<file path="src/rtl/ar_arbiter.sv">
// Two-to-one AXI read-channel arbiter: round-robin AR grant with the grant index
// prepended to the slave ARID, ID-based R routing and per-master burst throttling.
module ar_arbiter #(
    parameter int BusWidth       = 32,
    parameter int tagbits        = 1,
    parameter int MaxOutstanding = 4,
    localparam int W             = BusWidth + 17 + tagbits
) (
    input  logic                ACLK,
    input  logic                ARESET,
    input  logic [W-1:0]        M0_AR,
    input  logic                M0_ARVALID,
    output logic                M0_ARREADY,
    input  logic [W-1:0]        M1_AR,
    input  logic                M1_ARVALID,
    output logic                M1_ARREADY,
    output logic [W:0]          S_AR,
    output logic                S_ARVALID,
    input  logic                S_ARREADY,
    input  logic [tagbits:0]    S_RID,
    input  logic [BusWidth-1:0] S_RDATA,
    input  logic [1:0]          S_RRESP,
    input  logic                S_RLAST,
    input  logic                S_RVALID,
    output logic                S_RREADY,
    output logic [tagbits-1:0]  M_RID,
    output logic [BusWidth-1:0] M_RDATA,
    output logic [1:0]          M_RRESP,
    output logic                M_RLAST,
    output logic                M0_RVALID,
    output logic                M1_RVALID,
    input  logic                M0_RREADY,
    input  logic                M1_RREADY
);

    localparam int CntW = $clog2(MaxOutstanding + 1);
    localparam logic [CntW-1:0] MAX_CNT  = CntW'(MaxOutstanding);
    localparam logic [CntW-1:0] CNT_ONE  = CntW'(1);
    localparam logic [CntW-1:0] CNT_ZERO = CntW'(0);

    typedef enum logic [0:0] {
        ST_IDLE = 1'b0,
        ST_SEND = 1'b1
    } state_t;

    state_t                 state_q, state_d;
    logic [W:0]             s_ar_q, s_ar_d;
    logic                   last_grant_q, last_grant_d;
    logic [1:0][CntW-1:0]   cnt_q, cnt_d;

    logic [1:0]             elig;
    logic                   winner;
    logic [1:0]             inc;
    logic [1:0]             dec;
    logic                   sel;
    logic                   r_done;

    // AR state machine: eligibility, round-robin winner, grant and slave handshake
    always_comb begin
        state_d      = state_q;
        s_ar_d       = s_ar_q;
        last_grant_d = last_grant_q;
        inc          = 2'b00;
        M0_ARREADY   = 1'b0;
        M1_ARREADY   = 1'b0;
        elig[0]      = M0_ARVALID && (cnt_q[0] < MAX_CNT);
        elig[1]      = M1_ARVALID && (cnt_q[1] < MAX_CNT);
        // On contention the master that did not win last time goes first
        winner       = (elig == 2'b11) ? ~last_grant_q : elig[1];
        case (state_q)
            ST_IDLE: begin
                if (!ARESET && (elig != 2'b00)) begin
                    M0_ARREADY   = ~winner;
                    M1_ARREADY   = winner;
                    s_ar_d       = winner ? {1'b1, M1_AR} : {1'b0, M0_AR};
                    last_grant_d = winner;
                    state_d      = ST_SEND;
                end else begin
                    state_d      = ST_IDLE;
                end
            end
            ST_SEND: begin
                if (S_ARREADY) begin
                    inc[last_grant_q] = 1'b1;
                    state_d           = ST_IDLE;
                end else begin
                    state_d           = ST_SEND;
                end
            end
            default: begin
                state_d = ST_IDLE;
            end
        endcase
    end

    // R-channel routing by the grant bit carried in the top of RID
    always_comb begin
        sel       = S_RID[tagbits];
        M_RID     = S_RID[tagbits-1:0];
        M_RDATA   = S_RDATA;
        M_RRESP   = S_RRESP;
        M_RLAST   = S_RLAST;
        M0_RVALID = S_RVALID & ~sel;
        M1_RVALID = S_RVALID & sel;
        S_RREADY  = sel ? M1_RREADY : M0_RREADY;
        r_done    = S_RVALID & S_RREADY & S_RLAST;
    end

    // Outstanding-burst counters; a completion at zero is a spurious RLAST and is dropped
    always_comb begin
        cnt_d = cnt_q;
        dec   = 2'b00;
        for (int i = 0; i < 2; i++) begin
            dec[i] = r_done && (sel == i[0]);
            if (inc[i] && !dec[i]) begin
                cnt_d[i] = cnt_q[i] + CNT_ONE;
            end else if (dec[i] && !inc[i] && (cnt_q[i] != CNT_ZERO)) begin
                cnt_d[i] = cnt_q[i] - CNT_ONE;
            end else begin
                cnt_d[i] = cnt_q[i];
            end
        end
    end

    // State, slave bundle, priority and counter registers
    always_ff @(posedge ACLK) begin
        if (ARESET) begin
            state_q      <= ST_IDLE;
            s_ar_q       <= '0;
            last_grant_q <= 1'b1;
            cnt_q        <= '0;
        end else begin
            state_q      <= state_d;
            s_ar_q       <= s_ar_d;
            last_grant_q <= last_grant_d;
            cnt_q        <= cnt_d;
        end
    end

    assign S_AR      = s_ar_q;
    assign S_ARVALID = (state_q == ST_SEND);

endmodule

</file>
<file path="config.mk">
export PLATFORM = sky130hd
export DESIGN_NAME = ar_arbiter
export DESIGN_NICKNAME = d
export VERILOG_FILES = /design/src/rtl/ar_arbiter.sv
export SDC_FILE = /design/constraint.sdc
export NUM_CORES = 1
export LEC_CHECK = 0
export CORE_MARGIN = 4
export CORE_UTILIZATION = 33
export DETAILED_ROUTE_END_ITERATION = 10
export GPL_ROUTABILITY_DRIVEN = 0
export PLACE_DENSITY = 0.81
export SETUP_SLACK_MARGIN = 0.05
export SKIP_CTS_REPAIR_TIMING = 1
export SYNTH_ARGS = -nofsm -noshare
export SYNTH_HDL_FRONTEND = slang
export SYNTH_SLANG_ARGS = --single-unit
</file>
<file path="constraint.sdc">
create_clock -name ACLK -period 2.91 [get_ports ACLK]
set_clock_uncertainty 0.2 [all_clocks]
set_input_delay 0.291 -clock ACLK [delete_from_list [all_inputs] [get_ports ACLK]]
set_output_delay 0.291 -clock ACLK [all_outputs]
set_load 0.1 [all_outputs]
</file>
==> results of run 1 <==
[through the flow]
| step | total power, mW | utilization [%] | hold WS, ns | setup slack (ns) |
|---|---|---|---|---|
| final | 2.80 | 52.5 | 0.289 | 0.431 |
| after global routing | 2.92 | 52.5 | 0.309 | 0.304 |
| after CTS | 2.83 | 52.5 | 0.293 | 0.388 |
| after detailed placement | 2.04 | 50.1 | 0.282 | 0.251 |
| after global placement | 2.02 | 50.1 | 0.261 | 0.288 |
| after floorplan | 1.92 | - | 0.243 | 0.232 |
[cells by family (layout without fill, tap and decap cells)]
kind of cell	after synthesis	in the layout	share of synthesized area [%]
simple gates	151	151	21.0
compound gates	100	100	23.3
buf+inv	68	199	13.8
flops	59	59	39.8
fa+ha+maj	2	2	1.35
mux	2	2	0.758
[path summary, 6_finish.rpt]
path | start | end | slack (ns) | cells after the start
worst max-delay path | cnt_q[5]$_SDFFE_PP0P_ | M0_ARREADY | 0.43 | 4
worst min-delay path | S_AR[50]$_SDFFE_PP0P_ | S_AR[50]$_SDFFE_PP0P_ | 0.29 | 2
worst max register to register | S_ARVALID$_SDFF_PP0_ | cnt_q[2]$_SDFFE_PP0P_ | 0.62 | 6
worst min register to register | S_AR[50]$_SDFFE_PP0P_ | S_AR[50]$_SDFFE_PP0P_ | 0.29 | 2
[sequential cells by signal, summed over array words and instances, names as in the netlist]
signal / cells
S_ARVALID: 1
cnt_q: 6
last_grant_q: 1
S_AR: 51
[report_power, final]
part / leakage [nW] / switching (mW) / internal [mW]
clock: 0.0978 / 0.345 / 0.443
sequential: 0.487 / 0.0465 / 0.882
combinational: 1.29 / 0.761 / 0.324
[cell type report]
type,instances,area [um^2],area share [%]
clock buffers,11,151,3.31
multi-input cells,255,1390,30.3
flip-flops and latches,59,1180,25.8
well taps,108,135,2.95
clock inverters,5,61.3,1.34
inverters,3,11.3,0.246
repair buffers,180,1650,36.0
[cell usage in the layout (no fill, tap or decap), types with 5 or more instances in the layout]
cell             Yosys  routed
nor2_1              20      20
nand2b_1             5       5
o21ai_0             32      32
a311oi_1            19      19
nand2_1            107     107
buf_4               37      69
nor2b_1              7       7
dfxtp_1             59      58
clkdlybuf4s50_1      0     109
clkbuf_8             0      11
a31oi_1             34      34
[per-layer routing]
| layer | vias to the layer above | wire (um) |
|---|---|---|
| met4 | 0 | 263 |
| met1 | 1419 | 3630 |
| li1 | 1533 | - |
| met2 | 151 | 4970 |
| met5 | - | 0 |
| met3 | 23 | 1080 |
[tightest hold or removal path, cell delays in order (launching register included)]
cell and delay, ns:
dfxtp_1 0.32, nand2b_1 0.07, a21oi_1 0.06
==> impl_metrics.ini, run 1 <==
[synthesis]
ys_seq_area_share_pct = 39.8
synth_edf_count = 0
syn_nets = 529
yosysWarnings = 0
netlist.area_leader.share_pct = 39.8
postSynthAreaPerCell_um2 = 7.78
ys_ff_latch = 59
synthCells = 382
yosys-top-cells-area = dfxtp_1 40%, nand2_1 14%, buf_4 9.4%
synth_cell_types = 32
yosys_most_used_dff = dfxtp_1
syn_area_um2 = 2970
ys_async_sr_fraction_pct = 0
synth.largest_area_cell = dfxtp_1
ys_top_cells_by_count = 107 x nand2_1, 59 x dfxtp_1, 37 x buf_4, 34 x a31oi_1, 32 x o21ai_0
synth_most_common_cell = nand2_1

[critical_path]
crit_chain = nand2b_1, a211oi_4, and2_1, buf_12
crit_path_top_delay_cell = a211oi_4
cpPeakStageDelay_ns = 0.58
arrival_ns = 1.99
critPathCaptureType = output port
start_kind = flip-flop
path_delay_family = compound AO/OA/AOI/OAI gates
path_class = reg2out
critPathBufInv = 1
required_ns = 2.42
path_max_fanout = 12

[timing]
hold_viol_final = 0
setup_violations = 0
period_minus_slack_ns = 2.48
rsz0062_at_grt = no
fmax_ghz = 0.403
maxSlewViolCount = 0
setup_tns_ns = 0
slew_headroom_pct = 59.2
worst_slew_pin_slew_ns = 0.608
period_share_pct = 85.2

[grt]
top_usage_layer = met2
grt_max_degree = 35
grt-ovfl-total = 0
use_met2_pct = 32.4
grtUsageMet1_pct = 18.9
grt_pass1_wl_um = 14900
grt_use_met3_pct = 7.24
grt_antenna_before_repair = 0
grt_usage_pct = 18.1
grt_pass1_vias = 3117

[placed_design]
dp_hpwl_um = 7820
dp_cells = 605
port_buffers = 167
placed_area_um2 = 4370

[floorplan]
die-area_um2 = 10600
start_util_pct = 34.1
rows = 34
chipWidth_um = 103
fp.dieH_um = 103
io_pins = 238
coreArea_um2 = 8720

[min_path]
hp-class = reg2reg

[route]
drt_wl_total_um = 9940
drc = 0
initialDrtViolationCount = 139
final_antenna_net_count = 0
vias_per_cell = 5.03
vias = 3126
drt_pass1_iterations = 4
avgRoutedWirePerCell_um = 16.0

[pwr]
p_per_area_nw_per_um2 = 612
power.leakage_nw = 1.88
max-vdd-ir-drop_mv = 0.259

[cells_and_area]
antenna_cells = 0
nets = 655
final_cell_count_no_fill = 621
fin_area_um2 = 4580
synthToLayoutAreaGrowth_pct = 54.2
drive_gt1_share_pct = 18.3
fillers = 842

[cts]
cts-root-buf = clkbuf_8
cts_htree_levels = 3
clockBufferDepth = 2
worstSkewPairLatency_ns = 0.34
numCtsBuffers = 9
path_clk_slew_ns = 0.07
cts_num_sinks = 59
cts_tree = yes

[job]
cap_violations = 0

[run_status]
status = complete, no violations
(Power assumes the default switching activity.)
==> run 2, diff against run 1 <==
--- a/config.mk
+++ b/config.mk
@@ -5,11 +5,12 @@
 export SDC_FILE = /design/constraint.sdc
 export NUM_CORES = 1
 export LEC_CHECK = 0
+export ABC_AREA = 1
 export CORE_MARGIN = 4
-export CORE_UTILIZATION = 33
+export CORE_UTILIZATION = 36
 export DETAILED_ROUTE_END_ITERATION = 10
 export GPL_ROUTABILITY_DRIVEN = 0
-export PLACE_DENSITY = 0.81
+export PLACE_DENSITY = 0.82
 export SETUP_SLACK_MARGIN = 0.05
 export SKIP_CTS_REPAIR_TIMING = 1
 export SYNTH_ARGS = -nofsm -noshare
==> run 2 against run 1 <==
  * Synthesized cell count increased by 32%
  * Die area increased by 5.8%
  * Via count increased by 9.3%
  * Register-to-register slack improved by 0.37 ns
  * Maximum frequency increased by 13%
  * Clock power decreased by 23%
  * Sequential share of layout area decreased by 1.6 points
  * Area after synthesis increased by 16%
  * Power decreased by 12%
==> impl_metrics.ini, run 2 <==
[timing]
setup_tns_ns = 0
slew_headroom_pct = 58.9
maxSlewViolCount = 0
setup_violations = 0
setup_slack_ns = 0.720
hold_viol_final = 0
fmax_ghz = 0.457
worst_slew_pin_slew_ns = 0.617
period_minus_slack_ns = 2.19
period_share_pct = 75.2
rsz0062_at_grt = no

[critical_path]
regToRegSetupSlack_ns = 0.99
crit_top_cell = nand2_1
arrival_ns = 1.70
worst-path-stages = 8
worstReg2RegStart = last_grant_q$_SDFFE_PP1P_
path_delay_family = buffers and inverters
start_kind = input pin
rr_worst_depth = 8
critPathBufInv = 3
path_class = in2out
r2r_end = cnt_q[5]$_SDFFE_PP0P_
critPathCaptureType = output port
required_ns = 2.42
cpPeakStageDelay_ns = 0.51
path_max_fanout = 22
crit_chain = clkdlybuf4s50_1, nand2_1, nand2_1, nand2_2, inv_2, nand2_4, nor2_2, buf_12
crit_path_top_delay_cell = clkdlybuf4s50_1

[run_status]
status = complete, no violations

[synthesis]
yosys-top-cells-area = dfxtp_1 34%, nand2_1 16%, buf_4 8.9%
synth.largest_area_cell = dfxtp_1
ys_top_cells_by_count = 147 x nand2_1, 67 x inv_1, 59 x dfxtp_1, 52 x a21oi_1, 41 x buf_4
yosysWarnings = 0
ys_async_sr_fraction_pct = 0
syn_nets = 653
syn_area_um2 = 3450
ys_seq_area_share_pct = 34.3
postSynthAreaPerCell_um2 = 6.81
synth_cell_types = 24
netlist.area_leader.share_pct = 34.3
synth_edf_count = 0
synth_most_common_cell = nand2_1
yosys_most_used_dff = dfxtp_1
synthCells = 506
ys_ff_latch = 59

[cts]
cts_htree_levels = 3
cts_num_sinks = 59
path_clk_slew_ns = 0.06
cts-root-buf = clkbuf_8
cts_tree = yes
numCtsBuffers = 9
clockBufferDepth = 2
worstSkewPairLatency_ns = 0.32

[placed_design]
dp_hpwl_um = 7080
port_buffers = 167
placed_area_um2 = 4720
dp_slack_ns = 0.615

[pwr]
p_per_area_nw_per_um2 = 502
power_mw = 2.45
max-vdd-ir-drop_mv = 0.269
power.leakage_nw = 2.25

[cells_and_area]
synthToLayoutAreaGrowth_pct = 41.8
layout_common_cells = 147 x nand2_1, 108 x clkdlybuf4s50_1, 67 x inv_1, 62 x buf_4, 59 x dfxtp_1
antenna_cells = 0
nets = 774
largest_reg_flops = 51
fin_area_um2 = 4880
layout_commonest_cell = nand2_1
post-route-util_pct = 52.6
drive_gt1_share_pct = 20.4

[min_path]
min_path_cells = 4
hold_path_startpoint = ARESET
whs_endpoint = cnt_q[2]$_SDFFE_PP0P_
hp-class = in2reg

[floorplan]
io_pins = 238
coreArea_um2 = 9280
start_util_pct = 37.1
die-area_um2 = 11200
fp.dieH_um = 106
rows = 35
chipWidth_um = 106

[grt]
grt_pass1_wl_um = 14500
grt_max_degree = 59
grt_usage_pct = 15.7
grt_antenna_before_repair = 0
grt-ovfl-total = 0
grt_pass1_vias = 3292

[route]
vias = 3416
initialDrtViolationCount = 53
final_antenna_net_count = 0
drc = 0
drt_pass1_iterations = 4
avgRoutedWirePerCell_um = 11.9
drt_wl_total_um = 9050
vias_per_cell = 4.49

[job]
cap_violations = 0
-- run 2: worst max-delay path by stage --
| stage | startpoint | end | slack (ns) |
|---|---|---|---|
| floorplan | S_ARVALID$_SDFF_PP0_ | cnt_q[5]$_SDFFE_PP0P_ | 0.46 |
| global placement | S_ARREADY | cnt_q[5]$_SDFFE_PP0P_ | 0.72 |
| detailed placement | S_ARREADY | cnt_q[5]$_SDFFE_PP0P_ | 0.61 |
| CTS | M0_ARVALID | M0_ARREADY | 0.72 |
| global route | M0_ARVALID | M0_ARREADY | 0.63 |
| finish | M0_ARVALID | M0_ARREADY | 0.72 |
-- run 2: kinds of logic (layout without fill, tap and decap cells) --
kind of cell | count (synthesis) | after routing | share of synthesized area (%)
compound gates | 109 | 109 | 18.1
simple gates | 202 | 202 | 24.8
buf+inv | 134 | 259 | 21.7
fa+ha+maj | 2 | 2 | 1.16
flops | 59 | 59 | 34.3
-- run 2: stage by stage --
stage / std cells / hold slack, ns
2_1_floorplan: 506 / 0.309
3_3_place_gp: 745 / 0.253
3_5_place_dp: 745 / 0.258
4_1_cts: 760 / 0.105
5_1_grt: 760 / 0.136
6_report: 760 / 0.119
-- run 2: tightest hold or removal path, delay by kind of cell --
family	cells	cell delay (ns)
simple gates	2	0.11
buf+inv	2	0.19
-- run 2: report_power, final --
part	leakage [nW]	internal (mW)	switching, mW
logic	1.69	0.304	0.643
clock network	0.0860	0.323	0.286
registers	0.482	0.864	0.0345
total	2.25	1.49	0.964
-- run 2: layer usage --
metal	GRT usage, %	vias up	part of all wire [%]
li1	-	1758	-
met1	14.9	1516	37
met2	29.8	125	52
met3	6.67	17	9.0
met4	5.55	0	1.7
met5	0	-	0
-- run 2: layout make-up --
| type | count | area [um^2] |
|---|---|---|
| repair buffers | 173 | 1590 |
| multi-input cells | 313 | 1520 |
| clock buffers | 12 | 145 |
| inverters | 71 | 267 |
| fillers | 921 | 4400 |
| flip-flops and latches | 59 | 1180 |
| well taps | 129 | 161 |
| clock inverters | 3 | 15.0 |
